**src/rtl/delay_align_pkg.sv**
```systemverilog
`default_nettype none
// ============================================================================
// Module      : delay_align_pkg
// Description : Shared definitions for the two-channel skew compensator:
//               alignment state encoding and the maximum correctable skew
//               derived from the skew counter width.
// Revision    : 1.0 - initial release
// ============================================================================
package delay_align_pkg;

    // Alignment FSM states, explicit 2-bit encoding.
    typedef enum logic [1:0] {
        ST_SEARCH  = 2'd0,
        ST_WAIT    = 2'd1,
        ST_ALIGNED = 2'd2
    } state_t;

    // Largest skew a counter/pointer of the given width can correct.
    function automatic int max_skew_of(input int skew_width);
        return (1 << skew_width) - 1;
    endfunction

endpackage : delay_align_pkg
`default_nettype wire

```
**src/rtl/delay_ring.sv**
```systemverilog
`default_nettype none
// ============================================================================
// Module      : delay_ring
// Description : Ring buffer with one synchronous write port and one
//               asynchronous addressed read port. Written every cycle; the
//               owner supplies the write pointer and the read address.
// Ports       : clk        - system clock
//               i_wr_addr  - write address (shared write pointer)
//               i_wr_data  - word written this cycle
//               i_rd_addr  - read address
//               o_rd_data  - word stored at i_rd_addr (combinational)
// Revision    : 1.0 - initial release
// ============================================================================
module delay_ring #(
    parameter int WIDTH      = 9,
    parameter int ADDR_WIDTH = 4
) (
    input  logic                  clk,
    input  logic [ADDR_WIDTH-1:0] i_wr_addr,
    input  logic [WIDTH-1:0]      i_wr_data,
    input  logic [ADDR_WIDTH-1:0] i_rd_addr,
    output logic [WIDTH-1:0]      o_rd_data
);

    localparam int c_DEPTH = 1 << ADDR_WIDTH;

    // Contents are intentionally not reset: every word is rewritten before
    // it can be read back by an aligned channel.
    logic [WIDTH-1:0] r_mem [c_DEPTH];

    always_ff @(posedge clk) begin
        r_mem[i_wr_addr] <= i_wr_data;
    end

    assign o_rd_data = r_mem[i_rd_addr];

endmodule : delay_ring
`default_nettype wire

```
**src/rtl/delay_align.sv**
```systemverilog
`default_nettype none
// ============================================================================
// Module      : delay_align
// Description : Two-channel skew compensator. Measures the arrival skew of
//               periodic frame markers on channels A and B, then delays the
//               early channel through a ring buffer so both channels leave
//               aligned. Continuously checks that the markers stay aligned
//               and drops lock on the first mismatch.
// Ports       : clk, rst          - clock, synchronous active-high reset
//               din_a/mark_a      - channel A sample and frame marker
//               din_b/mark_b      - channel B sample and frame marker
//               dout_a/dout_b     - aligned outputs (registered)
//               dvalid, locked    - high while aligned
//               skew              - measured skew in cycles
//               early_b           - B is the delayed (early) channel
//               align_err         - one-cycle pulse on timeout / lock loss
// Revision    : 1.0 - initial release
// ============================================================================
module delay_align
    import delay_align_pkg::*;
#(
    parameter int DATA_WIDTH = 8,
    parameter int SKEW_WIDTH = 4
) (
    input  logic                  clk,
    input  logic                  rst,
    input  logic [DATA_WIDTH-1:0] din_a,
    input  logic                  mark_a,
    input  logic [DATA_WIDTH-1:0] din_b,
    input  logic                  mark_b,
    output logic [DATA_WIDTH-1:0] dout_a,
    output logic [DATA_WIDTH-1:0] dout_b,
    output logic                  dvalid,
    output logic                  locked,
    output logic [SKEW_WIDTH-1:0] skew,
    output logic                  early_b,
    output logic                  align_err
);

    localparam logic [SKEW_WIDTH-1:0] c_MAX_SKEW = SKEW_WIDTH'(max_skew_of(SKEW_WIDTH));
    localparam int                    c_RING_W   = DATA_WIDTH + 1;

    state_t                r_state;
    state_t                w_state_nxt;
    logic [SKEW_WIDTH-1:0] r_wr_ptr;
    logic [SKEW_WIDTH-1:0] r_cnt;
    logic [SKEW_WIDTH-1:0] w_cnt_nxt;
    logic [SKEW_WIDTH-1:0] r_skew;
    logic [SKEW_WIDTH-1:0] w_skew_nxt;
    logic [SKEW_WIDTH-1:0] w_skew_sel;
    logic [SKEW_WIDTH-1:0] w_rd_addr;
    logic                  r_first_b;
    logic                  w_first_b_nxt;
    logic                  r_early_b;
    logic                  w_early_b_nxt;
    logic                  w_early_sel;
    logic                  r_err;
    logic                  w_err_nxt;
    logic                  w_load;
    logic [DATA_WIDTH-1:0] r_dout_a;
    logic [DATA_WIDTH-1:0] r_dout_b;
    logic [c_RING_W-1:0]   w_ring_a;
    logic [c_RING_W-1:0]   w_ring_b;
    logic [c_RING_W-1:0]   w_early_cur;
    logic [c_RING_W-1:0]   w_early_dly;
    logic                  w_both;
    logic                  w_mark_first;
    logic                  w_mark_other;
    logic                  w_mark_late;

    assign w_both       = mark_a & mark_b;
    assign w_mark_first = r_first_b ? mark_b : mark_a;
    assign w_mark_other = r_first_b ? mark_a : mark_b;

    // ------------------------------------------------------------------
    // Skew/early-channel selection for the read path. Derived from
    // registered state only, so the read path has the right delay on the
    // locking edge itself without depending on the next-state logic.
    // In WAIT, a lock on the other channel's marker yields skew cnt+1.
    // ------------------------------------------------------------------
    always_comb begin
        w_skew_sel  = '0;
        w_early_sel = 1'b0;
        if (r_state == ST_ALIGNED) begin
            w_skew_sel  = r_skew;
            w_early_sel = r_early_b;
        end else if ((r_state == ST_WAIT) && !w_both) begin
            w_skew_sel  = r_cnt + 1'b1;
            w_early_sel = r_first_b;
        end
    end

    assign w_rd_addr = r_wr_ptr - w_skew_sel;

    delay_ring #(
        .WIDTH      (c_RING_W),
        .ADDR_WIDTH (SKEW_WIDTH)
    ) u_ring_a (
        .clk       (clk),
        .i_wr_addr (r_wr_ptr),
        .i_wr_data ({mark_a, din_a}),
        .i_rd_addr (w_rd_addr),
        .o_rd_data (w_ring_a)
    );

    delay_ring #(
        .WIDTH      (c_RING_W),
        .ADDR_WIDTH (SKEW_WIDTH)
    ) u_ring_b (
        .clk       (clk),
        .i_wr_addr (r_wr_ptr),
        .i_wr_data ({mark_b, din_b}),
        .i_rd_addr (w_rd_addr),
        .o_rd_data (w_ring_b)
    );

    // Zero skew bypasses the ring: the slot at wr_ptr is only being
    // written this cycle and still holds a 16-cycle-old word.
    assign w_early_cur = w_early_sel ? {mark_b, din_b} : {mark_a, din_a};
    assign w_early_dly = (w_skew_sel == '0) ? w_early_cur
                                            : (w_early_sel ? w_ring_b : w_ring_a);
    assign w_mark_late = w_early_sel ? mark_a : mark_b;

    // ------------------------------------------------------------------
    // Next-state logic
    // ------------------------------------------------------------------
    always_comb begin
        w_state_nxt   = r_state;
        w_cnt_nxt     = r_cnt;
        w_first_b_nxt = r_first_b;
        w_skew_nxt    = r_skew;
        w_early_b_nxt = r_early_b;
        w_err_nxt     = 1'b0;
        w_load        = 1'b0;

        case (r_state)
            ST_SEARCH: begin
                if (w_both) begin
                    w_skew_nxt    = '0;
                    w_early_b_nxt = 1'b0;
                    w_state_nxt   = ST_ALIGNED;
                    w_load        = 1'b1;
                end else if (mark_a || mark_b) begin
                    w_first_b_nxt = mark_b;
                    w_cnt_nxt     = '0;
                    w_state_nxt   = ST_WAIT;
                end
            end

            ST_WAIT: begin
                // cnt == MAX means the other marker would be MAX+1 cycles
                // late, beyond what the ring can hold: give up first.
                if (r_cnt == c_MAX_SKEW) begin
                    w_err_nxt   = 1'b1;
                    w_state_nxt = ST_SEARCH;
                end else if (w_both) begin
                    w_skew_nxt    = '0;
                    w_early_b_nxt = 1'b0;
                    w_state_nxt   = ST_ALIGNED;
                    w_load        = 1'b1;
                end else if (w_mark_other) begin
                    w_skew_nxt    = w_skew_sel;
                    w_early_b_nxt = w_early_sel;
                    w_state_nxt   = ST_ALIGNED;
                    w_load        = 1'b1;
                end else if (w_mark_first) begin
                    w_cnt_nxt = '0;
                end else begin
                    w_cnt_nxt = r_cnt + 1'b1;
                end
            end

            ST_ALIGNED: begin
                if (w_early_dly[DATA_WIDTH] != w_mark_late) begin
                    w_err_nxt   = 1'b1;
                    w_state_nxt = ST_SEARCH;
                end else begin
                    w_load = 1'b1;
                end
            end

            default: begin
                w_state_nxt = ST_SEARCH;
            end
        endcase
    end

    // ------------------------------------------------------------------
    // State register
    // ------------------------------------------------------------------
    always_ff @(posedge clk) begin
        if (rst) begin
            r_state <= ST_SEARCH;
        end else begin
            r_state <= w_state_nxt;
        end
    end

    // ------------------------------------------------------------------
    // Counters, measured skew and registered outputs
    // ------------------------------------------------------------------
    always_ff @(posedge clk) begin
        if (rst) begin
            r_wr_ptr  <= '0;
            r_cnt     <= '0;
            r_first_b <= 1'b0;
            r_skew    <= '0;
            r_early_b <= 1'b0;
            r_err     <= 1'b0;
            r_dout_a  <= '0;
            r_dout_b  <= '0;
        end else begin
            r_wr_ptr  <= r_wr_ptr + 1'b1;
            r_cnt     <= w_cnt_nxt;
            r_first_b <= w_first_b_nxt;
            r_skew    <= w_skew_nxt;
            r_early_b <= w_early_b_nxt;
            r_err     <= w_err_nxt;
            // Outputs hold whenever the next cycle is not aligned.
            if (w_load) begin
                if (w_early_sel) begin
                    r_dout_b <= w_early_dly[DATA_WIDTH-1:0];
                    r_dout_a <= din_a;
                end else begin
                    r_dout_a <= w_early_dly[DATA_WIDTH-1:0];
                    r_dout_b <= din_b;
                end
            end
        end
    end

    assign dout_a    = r_dout_a;
    assign dout_b    = r_dout_b;
    assign locked    = (r_state == ST_ALIGNED);
    assign dvalid    = (r_state == ST_ALIGNED);
    assign skew      = r_skew;
    assign early_b   = r_early_b;
    assign align_err = r_err;

endmodule : delay_align
`default_nettype wire
```
**config.mk**
```make
export PLATFORM = sky130hd
export DESIGN_NAME = delay_align
export DESIGN_NICKNAME = d
export VERILOG_FILES = /design/src/rtl/delay_align_pkg.sv /design/src/rtl/delay_ring.sv /design/src/rtl/delay_align.sv
export SDC_FILE = /design/constraint.sdc
export NUM_CORES = 1
export LEC_CHECK = 0
export CAP_MARGIN = 20
export CORE_MARGIN = 4
export CORE_UTILIZATION = 60
export DETAILED_ROUTE_END_ITERATION = 8
export GPL_TIMING_DRIVEN = 0
export HOLD_SLACK_MARGIN = 0.1
export PLACE_DENSITY = 0.76
export SYNTH_ARGS = -nofsm -noshare
export SYNTH_HDL_FRONTEND = slang
export SYNTH_SLANG_ARGS = --single-unit
```
**constraint.sdc**
```tcl
create_clock -name clk -period 12.4 [get_ports clk]
set_input_delay 3.72 -clock clk [delete_from_list [all_inputs] [get_ports clk]]
set_output_delay 3.72 -clock clk [all_outputs]
set_load 0.01 [all_outputs]
```
==> results.sh, run 1 <==
export IMPL_yosysTopAreaCellShare=0.663
export IMPL_wl_microns=28700
export IMPL_post_cts_setup_buffers=0
export IMPL_cts_num_sinks=321
export IMPL_diodes=0
export IMPL_path_clk_slew_ns=0.06
export IMPL_ys_ff_latch=321
export IMPL_grt_max_degree=24
export IMPL_avgSynthCellArea_sq_um=19.7
export IMPL_nNetsFinal=787
export IMPL_portBuffers=43
export IMPL_synth_ff_type="edfxtp_1"
export IMPL_crit_family="buffers and inverters"
export IMPL_synthDistinctLibCells=46
export IMPL_post_drt_via_cell_ratio=6.43
export IMPL_startpoint_type="input pin"
export IMPL_yosysMostFrequentCell="edfxtp_1"
export IMPL_synthTopCellsByArea="edfxtp_1 66%, mux4_2 15%, dfxtp_1 5.1%"
export IMPL_path_cells="clkdlybuf4s50_1, ha_1, buf_2, nand2b_1, clkbuf_1, o31a_1, inv_1, ha_1, fa_1, clkbuf_1, clkbuf_1, clkbuf_1, mux4_2, mux4_2, mux2i_1, nor2_1, mux2_2"
export IMPL_setup_tns_ns=0
export IMPL_routabilityCongestion=0.793
export IMPL_fin_ws_ns=2.82
export IMPL_vdd_ir_drop_max_v=0.000126
export IMPL_synthCells=661
export IMPL_post_route_min_period_ns=9.58
export IMPL_antenna_found_initial=1
export IMPL_initial_core_util=0.614
export IMPL_yosys_warnings=0
export IMPL_numCtsBuffers=31
export IMPL_slew_headroom=0.239
export IMPL_gr_usage_all_layers=0.245
export IMPL_synthTopCellsByCount="288 x edfxtp_1, 88 x mux4_2, 46 x nand2_1"
export IMPL_drv_slew=0
export IMPL_drc=0
export IMPL_grt_pass1_wl_microns=43400
export IMPL_ctsResizeCount=0
export IMPL_cts_tree="yes"
export IMPL_drive_gt1_frac=0.243
export IMPL_gr_max_usage_layer="met2"
export IMPL_synth_edf_count=288
export IMPL_postSynth_asyncResetShare=0
export IMPL_syn_area_sq_um=13000
export IMPL_pin_count=44
export IMPL_status="finished clean"
export IMPL_drt_iter0_markers=678
export IMPL_first_pass_iters=5
export IMPL_core_sq_um=21200
export IMPL_crit_type="in -> reg"
export IMPL_worstMarginPinSlew_ns=1.14
export IMPL_place_ws_ns=2.22
export IMPL_cpPeakStageDelay_ns=0.93
export IMPL_hpwl_microns=17800
export IMPL_cp_arrival_ns=10.02
export IMPL_finalSetupViolCount=0
export IMPL_period_share=0.772
export IMPL_grt_pass1_vias=6879
export IMPL_cts_htree_levels=1
export IMPL_p_per_area_nw_per_um2=193
export IMPL_cts_root_buf="clkbuf_16"
export IMPL_cts_hold_buf=0
export IMPL_area_growth_pct=16.0
export IMPL_fin_worst_skew_ns=0.0131
export IMPL_cts_buffer_depth=3
export IMPL_grt_use_met3=0.0448
export IMPL_grtUsageMet2=0.402
export IMPL_synthesis_nets=696
export IMPL_leakage_nw=5.08
export IMPL_required_ns=12.85
export IMPL_postRouteAntennaNets=0
export IMPL_grt_overflow=0
export IMPL_hold_violations=0
export IMPL_path_buf_inv=7
export IMPL_critPathMaxFanout=22
export IMPL_rows=53
export IMPL_die_x_microns=155
export IMPL_routed_via_count=6750
export IMPL_ys_seq_area_frac=0.714
export IMPL_maxCapViolations=0
export IMPL_hp_class="reg -> reg"
export IMPL_wl_per_cell_microns=27.3
export IMPL_slowest_stage="clkdlybuf4s50_1"
export IMPL_clock_latency_ns=0.56
export IMPL_end_kind="flop"
export IMPL_critPathMostFrequentCell="clkbuf_1"
export IMPL_synth_top_area_cell="edfxtp_1"
export IMPL_die_h_microns=155
export IMPL_die_area_sq_um=24100
export IMPL_fmax_mhz=104
export IMPL_rsz0062_at_grt="no"
export IMPL_met1_usage=0.342
[cells in the final DEF (no fill, tap or decap), drive strengths merged, types with 2 or more instances in the layout]
cell / synthesis / routed
mux2: 19 / 19
clkdlybuf4s50: 0 / 43
and3: 5 / 5
nand3: 5 / 5
buf: 14 / 29
nand3b: 3 / 3
o211a: 2 / 2
clkbuf: 18 / 58
xor2: 3 / 3
clkinv: 0 / 10
dfxtp: 33 / 33
nand2: 46 / 46
a41oi: 3 / 3
o21ai: 6 / 6
mux2i: 25 / 25
bufinv: 0 / 3
inv: 12 / 13
and2: 15 / 15
o31a: 2 / 2
a21oi: 8 / 8
edfxtp: 288 / 288
nor2: 27 / 27
xnor2: 4 / 4
clkinvlp: 0 / 2
ha: 14 / 14
mux4: 90 / 90
nand2b: 2 / 2
nor2b: 6 / 6
[metal layers]
| layer | routed length, microns | part of all wire |
|---|---|---|
| met3 | 2540 | 0.089 |
| met2 | 14500 | 0.51 |
| met5 | 13 | 0.00045 |
| met1 | 10900 | 0.38 |
| met4 | 741 | 0.026 |
[state kept, by name, indices dropped and copies added (netlist names)]
register / count
dout_b: 8
r_state: 2
r_first_b: 1
align_err: 1
r_cnt: 4
r_wr_ptr: 4
early_b: 1
u_ring_a.r_mem: 144
dout_a: 8
u_ring_b.r_mem: 144
skew: 4
[worst register-to-register path, cell delays in order, from the launching register on]
cell and delay (ns):
dfxtp_1 0.39, inv_1 0.09, ha_1 0.35, buf_2 0.26, nand2_1 0.10, o31a_1 0.21
inv_1 0.08, ha_1 0.23, fa_1 0.51, clkbuf_1 0.41, clkbuf_1 0.51, clkbuf_1 0.80
mux4_2 0.45, mux4_2 0.47, mux2i_1 0.37, nor2_1 0.07, mux2_2 0.27
[kinds of logic after synthesis]
group                    after synthesis  synth area share
XOR/XNOR                               7           0.00528
flip-flops                           321             0.714
AO/OA/AOI/OAI                         27            0.0175
AND/OR/NAND/NOR                      113            0.0408
multiplexers                         134             0.193
buffers and inverters                 44            0.0149
adder cells (fa/ha/maj)               15            0.0150
[per-stage QoR]
step | hold WS [ns] | area, sq um | util | total power, W | cells
floorplan | 0.445 | 13000 | - | 0.00177 | 661
global placement | 0.451 | 13800 | 0.651 | 0.00197 | 979
detailed placement | 0.455 | 14000 | 0.661 | 0.00199 | 990
CTS | 0.467 | 15000 | 0.709 | 0.00292 | 1046
global route | 0.490 | 15100 | 0.712 | 0.00302 | 1050
finish | 0.464 | 15100 | 0.712 | 0.00291 | 1050
[worst paths after layout]
path	start	endpoint	slack, ns	cells after the start
worst min register to register	dout_a[6]	dout_a[6]	0.46	2
worst max register to register	r_state[0]	dout_b[7]	6.71	16
worst max-delay path	mark_a	dout_b[7]	2.82	17
worst min-delay path	dout_a[6]	dout_a[6]	0.46	2
[power by group]
group / internal (W) / leakage, nW / switching [W]
registers: 0.00122 / 2.89 / 0.0000187
logic: 0.000369 / 1.70 / 0.000365
clock network: 0.000544 / 0.494 / 0.000390
[cell type report]
type | count | area (sq um)
Buffer | 32 | 149
Clock buffer | 40 | 851
Clock inverter | 16 | 161
Fill cell | 1294 | 6100
Inverter | 12 | 45.0
Multi-Input combinational cell | 296 | 3540
Sequential cell | 321 | 9310
Tap cell | 275 | 344
Timing Repair Buffer | 58 | 718
Power figures use the tool's default switching activity.
==> run 2: changes to the inputs <==
==> constraint.sdc (replaced) <==
create_clock -name clk -period 9.7 [get_ports clk]
set_input_delay 2.91 -clock clk [delete_from_list [all_inputs] [get_ports clk]]
set_output_delay 2.91 -clock clk [all_outputs]
set_load 0.01 [all_outputs]
==> results of run 2 <==
Same layout as run 1 (identical final DEF). Status: finished clean.
Among the figures that moved: setup slack after placement 2.22 ns -> 0.334 ns; setup slack after layout 2.82 ns -> 0.933 ns; register-to-register setup slack 6.71 ns -> 4.01 ns; total power 0.00291 W -> 0.00372 W; worst IR drop on VDD 0.000126 V -> 0.000160 V
==> run 3: changes to the inputs <==
--- a/config.mk
+++ b/config.mk
@@ -5,13 +5,12 @@
 export SDC_FILE = /design/constraint.sdc
 export NUM_CORES = 1
 export LEC_CHECK = 0
-export CAP_MARGIN = 20
 export CORE_MARGIN = 4
-export CORE_UTILIZATION = 60
+export CORE_UTILIZATION = 45
 export DETAILED_ROUTE_END_ITERATION = 8
 export GPL_TIMING_DRIVEN = 0
 export HOLD_SLACK_MARGIN = 0.1
-export PLACE_DENSITY = 0.76
+export PLACE_DENSITY = 0.6
 export SYNTH_ARGS = -nofsm -noshare
 export SYNTH_HDL_FRONTEND = slang
 export SYNTH_SLANG_ARGS = --single-unit
==> results.sh, run 3 (same netlist as run 1, synthesis figures left out) <==
export IMPL_path_buf_inv=7
export IMPL_startpoint_type="input pin"
export IMPL_cp_arrival_ns=9.29
export IMPL_cpPeakStageDelay_ns=0.97
export IMPL_setup_tns_ns=0
export IMPL_critPathMaxFanout=22
export IMPL_leakage_nw=5.00
export IMPL_required_ns=10.09
export IMPL_grt_pass1_wl_microns=44500
export IMPL_fillCellCount=2230
export IMPL_clock_latency_ns=0.51
export IMPL_antenna_found_initial=0
export IMPL_fin_ws_ns=0.798
export IMPL_cts_tree="yes"
export IMPL_die_area_sq_um=31800
export IMPL_first_pass_iters=5
export IMPL_postRouteAntennaNets=0
export IMPL_power_total_w=0.00382
export IMPL_area_growth_pct=15.8
export IMPL_cts_buffer_depth=3
export IMPL_mostFrequentLayoutCells="288 x edfxtp_1, 88 x mux4_2, 46 x nand2_1"
export IMPL_die_x_microns=178
export IMPL_hp_class="reg -> reg"
export IMPL_rsz0062_at_grt="no"
export IMPL_path_clk_slew_ns=0.06
export IMPL_die_h_microns=178
export IMPL_pin_count=44
export IMPL_fin_util=0.527
export IMPL_hpwl_microns=17600
export IMPL_cts_htree_levels=2
export IMPL_routabilityCongestion=0.868
export IMPL_wl_microns=30200
export IMPL_wl_per_cell_microns=26.2
export IMPL_crit_family="buffers and inverters"
export IMPL_routed_via_count=6548
export IMPL_path_cells="clkdlybuf4s50_1, ha_1, buf_2, nand2b_1, clkbuf_1, o31a_1, inv_1, ha_1, fa_1, clkbuf_1, clkbuf_1, clkbuf_1, mux4_2, mux4_2, mux2i_1, nor2_1, mux2_2"
export IMPL_p_per_area_nw_per_um2=253
export IMPL_finalSetupViolCount=0
export IMPL_period_share=0.918
export IMPL_fmax_mhz=112
export IMPL_fin_worst_skew_ns=0.0106
export IMPL_rows=62
export IMPL_portBuffers=43
export IMPL_numCtsBuffers=36
export IMPL_vdd_ir_drop_max_v=0.000125
export IMPL_hold_violations=0
export IMPL_post_cts_setup_buffers=0
export IMPL_final_common_cell="edfxtp_1"
export IMPL_grt_pass1_vias=6918
export IMPL_crit_type="in -> reg"
export IMPL_post_drt_via_cell_ratio=5.68
export IMPL_place_ws_ns=0.252
export IMPL_diodes=0
export IMPL_nNetsFinal=778
export IMPL_grt_max_degree=24
export IMPL_cts_hold_buf=0
export IMPL_top_regs="u_ring_a.r_mem (144), u_ring_b.r_mem (144)"
export IMPL_slew_headroom=0.0605
export IMPL_core_sq_um=28600
export IMPL_maxCapViolations=0
export IMPL_ctsResizeCount=0
export IMPL_drc=0
export IMPL_cts_root_buf="clkbuf_16"
export IMPL_critPathMostFrequentCell="clkbuf_1"
export IMPL_r2r_setup_slack_ns=3.96
export IMPL_cts_num_sinks=321
export IMPL_drt_iter0_markers=606
export IMPL_worstMarginPinSlew_ns=1.41
export IMPL_slowest_stage="clkdlybuf4s50_1"
export IMPL_drv_slew=0
export IMPL_grt_overflow=0
export IMPL_gr_usage_all_layers=0.195
export IMPL_post_route_min_period_ns=8.90
export IMPL_drive_gt1_frac=0.234
export IMPL_initial_core_util=0.455
export IMPL_status="finished clean"
export IMPL_end_kind="flop"
[run 3: changes by cell type in the layout (fill, tap and decap cells not counted), moves of 4 or more]
cell / previous run / this run
buf_16: 5 / 0
buf_8: 11 / 2
clkbuf_1: 24 / 29
clkbuf_16: 32 / 37
clkinv_2: 6 / 2
[run 3: cell type report]
class / count / area, sq um / share of cell area
inverter: 12 / 45.0 / 0.00298
timing repair buffer: 44 / 445 / 0.0295
clock buffer: 52 / 1020 / 0.0677
multi-input combinational: 296 / 3540 / 0.235
sequential: 321 / 9310 / 0.617
clock inverter: 11 / 96.3 / 0.00638
tap: 384 / 480 / 0.0318
buffer: 32 / 149 / 0.00987
[run 3: final timing paths]
| path | start | to | depth (start not counted) |
|---|---|---|---|
| worst max-delay path | mark_a | dout_b[7] | 17 |
| worst max register to register | r_state[0] | dout_b[7] | 16 |
| worst min register to register | dout_a[2] | dout_a[2] | 2 |
| worst min-delay path | dout_a[2] | dout_a[2] | 2 |
[run 3: layer usage]
layer  track usage  vias to the layer above  wire [microns]
li1              -                     2828               -
met1         0.263                     3466           12700
met2         0.330                      199           15100
met3        0.0369                       55            1590
met4        0.0534                        0             725
met5             0                        -               0
[run 3: worst min-delay path, cell delays in order, from the launching register on]
cell,delay (ns)
dfxtp_1,0.31
nand2_1,0.05
mux2i_1,0.06
[run 3: power breakdown]
group | internal (W) | total (W) | leakage (nW) | switching [W]
registers | 0.00157 | 0.00159 | 2.89 | 0.0000285
clock network | 0.000761 | 0.00128 | 0.536 | 0.000523
logic | 0.000465 | 0.000938 | 1.58 | 0.000474
total | 0.00279 | 0.00382 | 5.00 | 0.00102
[run 3: per-stage QoR]
stage,hold slack [ns],instance area (sq um),instances
floorplan,0.445,13000,661
global placement,0.451,13900,1088
detailed placement,0.458,14000,1089
CTS,0.469,15100,1152
global route,0.493,15100,1152
finish,0.465,15100,1152
